**src/rtl/axis_arb_pkg.sv**
```systemverilog
// Shared definitions for the AXI-Stream packet arbiter: FSM encoding,
// default widths and a one-hot to index helper.
package axis_arb_pkg;

   localparam int unsigned DEF_DATA_WIDTH = 32;
   localparam int unsigned DEF_CNT_WIDTH  = 16;
   localparam int unsigned MAX_SRC        = 8;

   typedef enum logic {
      ST_IDLE = 1'b0,
      ST_XFER = 1'b1
   } arb_state_e;

   // Index of the set bit in a one-hot vector (0 when the vector is empty).
   function automatic logic [2:0] onehot_idx(input logic [MAX_SRC-1:0] oh);
      logic [2:0] idx;
      idx = '0;
      for (int unsigned i = 0; i < MAX_SRC; i++) begin
         if (oh[i]) idx = 3'(i);
      end
      return idx;
   endfunction

endpackage

```
**src/rtl/rr_arbiter.sv**
```systemverilog
// Combinational round-robin picker: first requester at or after the
// pointer, wrapping modulo NUM_SRC.
module rr_arbiter
   import axis_arb_pkg::*;
#(
   parameter int unsigned NUM_SRC = 4,
   parameter int unsigned PTR_W   = 2
) (
   input  logic [NUM_SRC-1:0] req_i,
   input  logic [PTR_W-1:0]   ptr_i,
   output logic [NUM_SRC-1:0] pick_o,
   output logic               valid_o
);

   int unsigned      pos;
   logic [PTR_W-1:0] sel;

   // Scan from the pointer upward; the first request found wins.
   always_comb begin
      pick_o  = '0;
      valid_o = 1'b0;
      pos     = 0;
      sel     = '0;
      for (int unsigned k = 0; k < NUM_SRC; k++) begin
         pos = 32'(ptr_i) + k;
         if (pos >= NUM_SRC) pos = pos - NUM_SRC;
         sel = PTR_W'(pos);
         if (!valid_o && req_i[sel]) begin
            pick_o[sel] = 1'b1;
            valid_o     = 1'b1;
         end
      end
   end

endmodule

```
**src/rtl/axis_packet_arbiter.sv**
```systemverilog
// N-to-1 AXI-Stream packet arbiter in front of a shared FIFO slave port.
// Round-robin at packet granularity; a grant is held until the granted
// source's tlast beat is accepted.
module axis_packet_arbiter
   import axis_arb_pkg::*;
#(
   parameter int unsigned DATA_WIDTH = DEF_DATA_WIDTH,
   parameter int unsigned NUM_SRC    = 4,
   parameter int unsigned CNT_WIDTH  = DEF_CNT_WIDTH
) (
   input  logic                          aclk,
   input  logic                          aresetn,
   input  logic [NUM_SRC*DATA_WIDTH-1:0] s_axis_tdata,
   input  logic [NUM_SRC-1:0]            s_axis_tvalid,
   input  logic [NUM_SRC-1:0]            s_axis_tlast,
   output logic [NUM_SRC-1:0]            s_axis_tready,
   output logic [DATA_WIDTH-1:0]         m_axis_tdata,
   output logic                          m_axis_tvalid,
   output logic                          m_axis_tlast,
   input  logic                          m_axis_tready,
   output logic [NUM_SRC-1:0]            grant,
   output logic                          busy,
   output logic [CNT_WIDTH-1:0]          pkt_count
);

   localparam int unsigned PTR_W = (NUM_SRC > 1) ? $clog2(NUM_SRC) : 1;

   arb_state_e           state_q, state_d;
   logic [NUM_SRC-1:0]   grant_q, grant_d;
   logic [PTR_W-1:0]     ptr_q, ptr_d;
   logic [CNT_WIDTH-1:0] cnt_q, cnt_d;

   logic [NUM_SRC-1:0]   pick;
   logic                 pick_vld;
   logic [PTR_W-1:0]     gidx;
   logic                 eop;

   rr_arbiter #(
      .NUM_SRC (NUM_SRC),
      .PTR_W   (PTR_W)
   ) u_rr (
      .req_i   (s_axis_tvalid),
      .ptr_i   (ptr_q),
      .pick_o  (pick),
      .valid_o (pick_vld)
   );

   assign gidx = PTR_W'(onehot_idx(MAX_SRC'(grant_q)));

   // Forwarding mux; grant is zero outside XFER, so everything reads 0 when idle.
   always_comb begin
      m_axis_tdata  = '0;
      m_axis_tvalid = 1'b0;
      m_axis_tlast  = 1'b0;
      for (int unsigned i = 0; i < NUM_SRC; i++) begin
         if (grant_q[i]) begin
            m_axis_tdata  = s_axis_tdata[i*DATA_WIDTH +: DATA_WIDTH];
            m_axis_tvalid = s_axis_tvalid[i];
            m_axis_tlast  = s_axis_tlast[i];
         end
      end
   end

   assign s_axis_tready = grant_q & {NUM_SRC{m_axis_tready}};
   assign eop           = m_axis_tvalid & m_axis_tready & m_axis_tlast;

   // Next-state: latch a pick in IDLE, release and advance pointer on tlast.
   always_comb begin
      state_d = state_q;
      grant_d = grant_q;
      ptr_d   = ptr_q;
      cnt_d   = cnt_q;
      case (state_q)
         ST_IDLE: begin
            if (pick_vld) begin
               grant_d = pick;
               state_d = ST_XFER;
            end
         end
         ST_XFER: begin
            if (eop) begin
               grant_d = '0;
               ptr_d   = (gidx == PTR_W'(NUM_SRC - 1)) ? '0 : gidx + 1'b1;
               cnt_d   = cnt_q + 1'b1;
               state_d = ST_IDLE;
            end
         end
         default: begin
            grant_d = '0;
            state_d = ST_IDLE;
         end
      endcase
   end

   // State registers with asynchronous active-low reset.
   always_ff @(posedge aclk or negedge aresetn) begin
      if (!aresetn) begin
         state_q <= ST_IDLE;
         grant_q <= '0;
         ptr_q   <= '0;
         cnt_q   <= '0;
      end else begin
         state_q <= state_d;
         grant_q <= grant_d;
         ptr_q   <= ptr_d;
         cnt_q   <= cnt_d;
      end
   end

   assign grant     = grant_q;
   assign busy      = (state_q == ST_XFER);
   assign pkt_count = cnt_q;

endmodule

```
**config.mk**
```make
export PLATFORM = sky130hd
export DESIGN_NAME = axis_packet_arbiter
export DESIGN_NICKNAME = d
export VERILOG_FILES = /design/src/rtl/axis_arb_pkg.sv /design/src/rtl/rr_arbiter.sv /design/src/rtl/axis_packet_arbiter.sv
export SDC_FILE = /design/constraint.sdc
export NUM_CORES = 1
export LEC_CHECK = 0
export BUFFER_PORTS_ARGS = -buffer_cell sky130_fd_sc_hd__buf_2
export CORE_MARGIN = 2
export CORE_UTILIZATION = 43
export CTS_CLUSTER_SIZE = 30
export DETAILED_ROUTE_END_ITERATION = 12
export HOLD_SLACK_MARGIN = 0.05
export PLACE_DENSITY = 0.89
export SKIP_LAST_GASP = 1
export SLEW_MARGIN = 20
export SYNTH_ARGS = -nofsm -noshare
export SYNTH_HDL_FRONTEND = slang
export SYNTH_SLANG_ARGS = --single-unit
```
**constraint.sdc**
```tcl
create_clock -name aclk -period 6.8 [get_ports aclk]
set_input_delay 1.36 -clock aclk [delete_from_list [all_inputs] [get_ports aclk]]
set_output_delay 1.36 -clock aclk [all_outputs]
set_load 0.03 [all_outputs]
```
; ---- Word-level counts from Yosys, hierarchy flattened
; Index checks and enable logic that the tools add are counted.
[word_totals]
regBits = 23
input_bits = 139
out_inout_bits = 59
wordCells = 97
[op_classes]
n_addsub = 9
magnitude_cmp = 12
eq_ne = 3
mux = 50
bitwise_logic = 7
reduce_logical = 12
[ops]
columns = operator, count
row1 = $mux 32, 4
row2 = $mux 4, 6
row3 = $mux 1, 23
row4 = $add 16x1->16 const B, 1
row5 = $mux 2, 7
row6 = $lt 2x3->1 const B, 4
row7 = $or 4x4->4, 3
row8 = $ge 3x3->1 const B, 3
row9 = $bmux 1 s2, 4
row10 = $demux 1 s2, 4
row11 = $ge 2x1->1 const B, 4
row12 = $pmux 4 s2, 1
row13 = $sub 2x1->2 const B, 4
row14 = $logic_and 1x1->1, 7
row15 = $add 2x2->3 const B, 2
row16 = $and 4x4->4, 1
row17 = $reduce_and 2->1, 2
row18 = $add 2x1->3 const B, 1
row19 = $ge 2x3->1 const B, 1
row20 = $logic_not 1->1, 3
row21 = $add 2x1->2 const B, 1
row22 = $and 1x1->1, 2
row23 = $eq 2x2->1 const B, 1
row24 = $ne 2x1->1 const B, 1
row25 = 3 further kinds, 3

; ---- Logic depth before layout (Yosys ltp)
; Gate-level depths: netlist (run 1).
[logic_depth]
word_depth = 16
mapped_depth = 7
depth_no_buf = 7

; ---- By module
; Synthesis (run 1) repeated with hierarchy kept, for this count alone.
[unflattened]
cells_unflattened = 358
hier_area_um2 = 2598.7
[by_module_without_submodules]
columns = mod, n_inst, cells_each, area_per_inst_um2, seq_area_each_um2
row1 = axis_packet_arbiter, 1, 296, 2090.8, 575.6
row2 = rr_arbiter, 1, 62, 508.0, 0.0

; ---- Worst setup path before layout (run 1)
; Ideal clock, no wire load.
[synth_timing]
path_type = input to output
startpoint = in s_axis_tdata[30]
endpoint = out m_axis_tdata[30]
arrival_time_ns = 2.297
required_ns = 5.440
path_slack_ns = 3.143
cell_stages = 4
path_buffers = 0
path_cell_list = nand3b_1 -> a21oi_1 -> a21oi_1 -> o21ai_0
[synth_via]
elab_chain_len = 4
[synth_lines]
columns = item, line_no
row1 = from (decl), axis_packet_arbiter.sv:13  ; input logic [NUM_SRC*DATA_WIDTH-1:0] s_axis_tdata,
row2 = $mux 32 (4 in a row), axis_packet_arbiter.sv:56  ; if (grant_q[i]) begin
row3 = to (decl), axis_packet_arbiter.sv:17  ; output logic [DATA_WIDTH-1:0] m_axis_tdata,
; Every way passes these cells.

; ---- Final worst setup path (run 1)
[layout_timing]
startpoint = reg grant_q[1] (netlist: grant[1])
endpoint = out m_axis_tdata[14]
[layout_via]
elab_chain_len = 3
[layout_lines]
columns = item, line_no
row1 = from (decl), axis_packet_arbiter.sv:29  ; logic [NUM_SRC-1:0] grant_q, grant_d;
row2 = from (signal assigned), axis_packet_arbiter.sv:104  ; grant_q <= grant_d;
row3 = $mux 32 (3 in a row), axis_packet_arbiter.sv:56
; Every way passes these cells.

==> results.cfg, run 1 <==
[power]
p_leak_nw = 1.857
ir_worst_vdd_uv = 231.6
p_per_area_mw_per_mm2 = 401.0
power_mw = 1.375

[grt]
overflow = 0
antenna_found_initial = 2
grt_pass1_wl_um = 14080
grt_max_degree = 75
gr-usage-all-layers_pct = 28.44
grt_pass1_vias = 2899

[sta]
setup_tns_ps = 0
finalCriticalPeriod_ps = 3689
clock-skew-final_ps = 5.674
tightest_slew_ps = 936.8
slew_violations = 0
clock.fmax_mhz = 271.1
finalHoldViolations = 0
rsz0062_at_grt = false
timing.slew.headroom_pct = 37.48
post-route-period-util_pct = 54.25
setup_viol = 0
layout_setup_ws_ps = 3111
holdWs_ps = 489.3

[logic_synthesis]
synth_top_family_by_area = compound AO/OA/AOI/OAI gates
async_reset_ff_share_pct = 100.0
syn_avg_cell_area_um2 = 7.858
synth-xor-area-share_pct = 5.518
synthCells = 303
netlist_top_cells_count = 71 x o21ai_0, 46 x nand2_1, 32 x a221o_1
synth_fa_ha_area_share_pct = 4.204
synth.area.mux_share_pct = 3.783
yosysTopAreaCell = dfrtp_1
yosys_warnings = 0
yosysTopAreaCellShare_pct = 24.17
syn_nets = 450
syn_area_mm2 = 0.002381
synth-seq-cells = 23
synth-compound-area-share_pct = 35.84
synth_simple_gate_area_share_pct = 20.91
synth_ff_type = dfrtp_1
yosys.cell_count.top_type = o21ai_0
ys_seq_area_share_pct = 24.17
synthDistinctLibCells = 45
ys_top_cells_by_area = dfrtp_1 24%, o21ai_0 15%, a221o_1 13%
synth_edf_count = 0

[finish]
finalNetCount = 630
antenna_cells = 0
design_area_mm2 = 0.003430
seqCellArea_um2 = 579.3
instances_no_fill = 554
n_fill_cell = 482
syn_to_final_growth_pct = 44.04
multi_input_area_mm2 = 0.001675
final_util_pct = 63.06
drive_above_1_share_pct = 45.85

[routing]
drc = 0
first_iter_violations = 145
wl_um = 9346
antenna_left = 0
viasPerCell = 5.803
drt_first_pass_iters = 5
wl_per_cell_um = 16.87
num_vias = 3215

[min_path]
whs_path_depth = 1
min_path_type = register to register

[clocking]
tritoncts = built
cts_resized = 0
htreeDepth = 1
cts.path.max_buffers = 2
post_cts_buffers = 0
cts_root_buf = clkbuf_8
cts.reportedPaths.clkPinSlew_ps = 90
clock-sinks = 23
insertion_delay_ps = 270
cts-hold-fix-buffers = 0
cts_buffers = 3

[die]
io_pins = 198
coreArea_mm2 = 0.005439
die_h_um = 78.41
rows = 27
dieArea_mm2 = 0.006148
die_w_um = 78.41
start_util_pct = 43.78

[worst_setup_path]
arrival_ps = 2330
timing.rr.end = grant[3]$_DFFE_PN0P_
setup.worst_path.end_class = primary output
r2r-start = ptr_q[0]$_DFFE_PN0P_
reg2reg_slack_ps = 4210
crit_path_start_kind = register
worst_ep_required_time_ps = 5440
critPathKind = register to primary output
r2r_cells = 7
startpoint = grant[1]$_DFFE_PN0P_
worstPathMaxFanout = 42
setup.worst_path.end = m_axis_tdata[14]

[placement]
port_buffers = 197
place_area_mm2 = 0.003381
place.gp.congestion = 0.9566
place_inst = 550
dp_slack_ps = 3153
dp_hpwl_um = 7003

[job]
cap_violations = 0

[outcome]
outcome = completed
[routing by layer]
metal	GRT usage (%)	vias up	routed length, um
met5	0	-	29
met4	9.649	4	242
met3	7.816	27	982
met2	46.38	199	4334
met1	36.29	1490	3758
li1	-	1495	-
[sequential cells by signal, summed over array words and instances (netlist names)]
name / cells
grant: 4
busy: 1
pkt_count: 16
ptr_q: 2
[layout make-up]
type	count	area share [%]
multi-input cells	248	48.85
repair buffers	201	29.62
flip-flops and latches	23	16.89
well taps	72	2.627
clock buffers	3	1.204
inverters	6	0.6567
clock inverters	1	0.1459
[cell families after synthesis]
kind of cell | after synthesis
xor+xnor | 15
mux | 7
buf+inv | 32
simple gates | 91
fa+ha+maj | 8
compound gates | 127
flops | 23
[critical path, stage by stage, from the launching register on]
cell and delay (ps):
dfrtp_1 370, buf_4 270, nor2b_2 350, buf_4 360, a221o_1 200, o21ai_0 100, o21ai_0 180, buf_2 220
[where the power goes]
| group | internal [mW] | switching (mW) | leakage (nW) |
|---|---|---|---|
| combinational | 0.356 | 0.704 | 1.53 |
| sequential | 0.158 | 0.0689 | 0.304 |
| clock | 0.0410 | 0.0463 | 0.0255 |
[layout by cell type (no fill, tap or decap), types with 6 or more instances in the layout]
| cell | count |
|---|---|
| o21ai_0 | 71 |
| a21oi_1 | 11 |
| nand2_1 | 46 |
| inv_1 | 6 |
| dfrtp_1 | 22 |
| buf_2 | 197 |
| nor2_1 | 6 |
| ha_1 | 8 |
| a221o_1 | 32 |
| xor2_1 | 13 |
[worst min-delay path by stage]
| stage | from | endpoint |
|---|---|---|
| floorplan | ptr_q[1]$_DFFE_PN0P_ | ptr_q[1]$_DFFE_PN0P_ |
| global placement | pkt_count[15]$_DFFE_PN0P_ | pkt_count[15]$_DFFE_PN0P_ |
| finish | pkt_count[15]$_DFFE_PN0P_ | pkt_count[15]$_DFFE_PN0P_ |
| detailed placement | pkt_count[13]$_DFFE_PN0P_ | pkt_count[13]$_DFFE_PN0P_ |
| global route | pkt_count[15]$_DFFE_PN0P_ | pkt_count[15]$_DFFE_PN0P_ |
| CTS | pkt_count[15]$_DFFE_PN0P_ | pkt_count[15]$_DFFE_PN0P_ |
No activity file was read; power rests on OpenSTA's default activity.
==> run 2: changes to the inputs <==
--- a/config.mk
+++ b/config.mk
@@ -7,11 +7,11 @@
 export LEC_CHECK = 0
 export BUFFER_PORTS_ARGS = -buffer_cell sky130_fd_sc_hd__buf_2
 export CORE_MARGIN = 2
-export CORE_UTILIZATION = 43
+export CORE_UTILIZATION = 40
 export CTS_CLUSTER_SIZE = 30
 export DETAILED_ROUTE_END_ITERATION = 12
 export HOLD_SLACK_MARGIN = 0.05
-export PLACE_DENSITY = 0.89
+export PLACE_DENSITY = 0.84
 export SKIP_LAST_GASP = 1
 export SLEW_MARGIN = 20
 export SYNTH_ARGS = -nofsm -noshare
==> constraint.sdc (replaced) <==
create_clock -name aclk -period 3.65 [get_ports aclk]
set_input_delay 0.73 -clock aclk [delete_from_list [all_inputs] [get_ports aclk]]
set_output_delay 0.73 -clock aclk [all_outputs]
set_load 0.03 [all_outputs]
==> run 2 against run 1 <==
Hold slack got worse by 57 ps. Register-to-register slack worse by 3100 ps. First-iteration DRC count grew 9.7%. Die area rose by 7.1%.
==> results.cfg, run 2 (synthesized netlist as in run 1, its figures left out) <==
[clocking]
tritoncts = built
cts_buffers = 3
insertion_delay_ps = 270
htreeDepth = 1
cts_resized = 0
cts.path.max_buffers = 2
cts_root_buf = clkbuf_8
cts.reportedPaths.clkPinSlew_ps = 90
clock-sinks = 23
post_cts_buffers = 0
cts-hold-fix-buffers = 0

[finish]
final_common_cell = buf_2
design_area_mm2 = 0.003457
n_fill_cell = 526
largest_register_ffs = 16
mostFrequentLayoutCells = 197 x buf_2, 71 x o21ai_0, 46 x nand2_1, 32 x a221o_1, 22 x dfrtp_1
finalNetCount = 632
final_util_pct = 59.09
drive_above_1_share_pct = 45.87
syn_to_final_growth_pct = 45.19
instances_no_fill = 564

[sta]
setup_tns_ps = 0
post-route-period-util_pct = 76.65
timing.slew.headroom_pct = 32.34
finalCriticalPeriod_ps = 2798
clock.fmax_mhz = 357.4
slew_violations = 0
tightest_slew_ps = 1015
layout_setup_ws_ps = 852.4
rsz0062_at_grt = false
finalHoldViolations = 0
setup_viol = 0
clock-skew-final_ps = 5.790
holdWs_ps = 431.8

[placement]
port_buffers = 197
dp_slack_ps = 1118
place.gp.congestion = 0.9070
place_inst = 555
dp_hpwl_um = 6974
place_area_mm2 = 0.003400

[routing]
wl_per_cell_um = 16.15
first_iter_violations = 159
wl_um = 9110
viasPerCell = 5.617
antenna_left = 0
num_vias = 3168
drc = 0
drt_first_pass_iters = 4

[power]
p_leak_nw = 1.864
ir_worst_vdd_uv = 466.0
p_per_area_mw_per_mm2 = 736.7
power_mw = 2.547

[worst_setup_path]
r2r_cells = 7
r2r-start = ptr_q[0]$_DFFE_PN0P_
reg2reg_slack_ps = 1130
setup.worst_path.end_class = primary output
worst_ep_required_time_ps = 2920
startpoint = grant[0]$_DFFE_PN0P_
arrival_ps = 2070
crit_path_start_kind = register
timing.rr.end = grant[3]$_DFFE_PN0P_
critPathKind = register to primary output
setup.worst_path.end = m_axis_tdata[31]
worstPathMaxFanout = 31

[grt]
overflow = 0
grt_pass1_vias = 2745
gr-usage-all-layers_pct = 25.51
grt_max_degree = 68
antenna_found_initial = 9
grt_pass1_wl_um = 13180

[job]
cap_violations = 0

[outcome]
outcome = completed

[die]
dieArea_mm2 = 0.006585
start_util_pct = 40.70
die_h_um = 81.15
io_pins = 198
rows = 28
die_w_um = 81.15
coreArea_mm2 = 0.005851

[min_path]
min_path_type = input pin to asynchronous set/reset pin
==> run 2: cell count changes in the layout (fill, tap and decap cells not counted) <==
cell      change
diode_2       +5
clkinv_2      -1
buf_4         +2
dfrtp_4       -1
clkbuf_1      +1
dfrtp_2       +1
==> run 2: layer usage <==
layer | global-route usage, % | share of wire [%] | vias to the layer above | wire length [um]
li1 | - | - | 1509 | -
met1 | 32.42 | 39 | 1445 | 3560
met3 | 12.89 | 14 | 24 | 1292
met5 | 0 | 0.66 | - | 60
met4 | 5.593 | 1.5 | 8 | 140
met2 | 38.84 | 45 | 182 | 4056
==> run 2: how the worst min path moves through the flow <==
stage	start	to	slack, ps
floorplan	aresetn	busy$_DFF_PN0_	430
global placement	pkt_count[15]$_DFFE_PN0P_	pkt_count[15]$_DFFE_PN0P_	450
detailed placement	pkt_count[15]$_DFFE_PN0P_	pkt_count[15]$_DFFE_PN0P_	450
CTS	aresetn	pkt_count[5]$_DFFE_PN0P_	440
global route	aresetn	pkt_count[10]$_DFFE_PN0P_	470
finish	aresetn	pkt_count[10]$_DFFE_PN0P_	430
==> run 2: power by group <==
group	switching (mW)	total (mW)	internal, mW	leakage [nW]
Combinational	1.29	1.97	0.677	1.54
Clock	0.0831	0.161	0.0780	0.0228
Sequential	0.121	0.414	0.293	0.305
Total	1.50	2.55	1.05	1.86
==> run 2: area by class of cell <==
cell class	count	area, um^2	share of cell area [%]
inverter	6	22.52	0.6515
antenna	5	12.51	0.3619
tap	75	93.84	2.714
sequential	23	576.8	16.68
multi-input combinational	248	1675	48.46
timing repair buffer	203	1031	29.82
clock buffer	4	45.04	1.303
==> run 2: critical path, cell delays in order, from the launching register on <==
cell	delay (ps)
dfrtp_1	440
nor2b_2	190
buf_4	320
a221o_1	200
o21ai_0	130
o21ai_0	240
buf_2	250
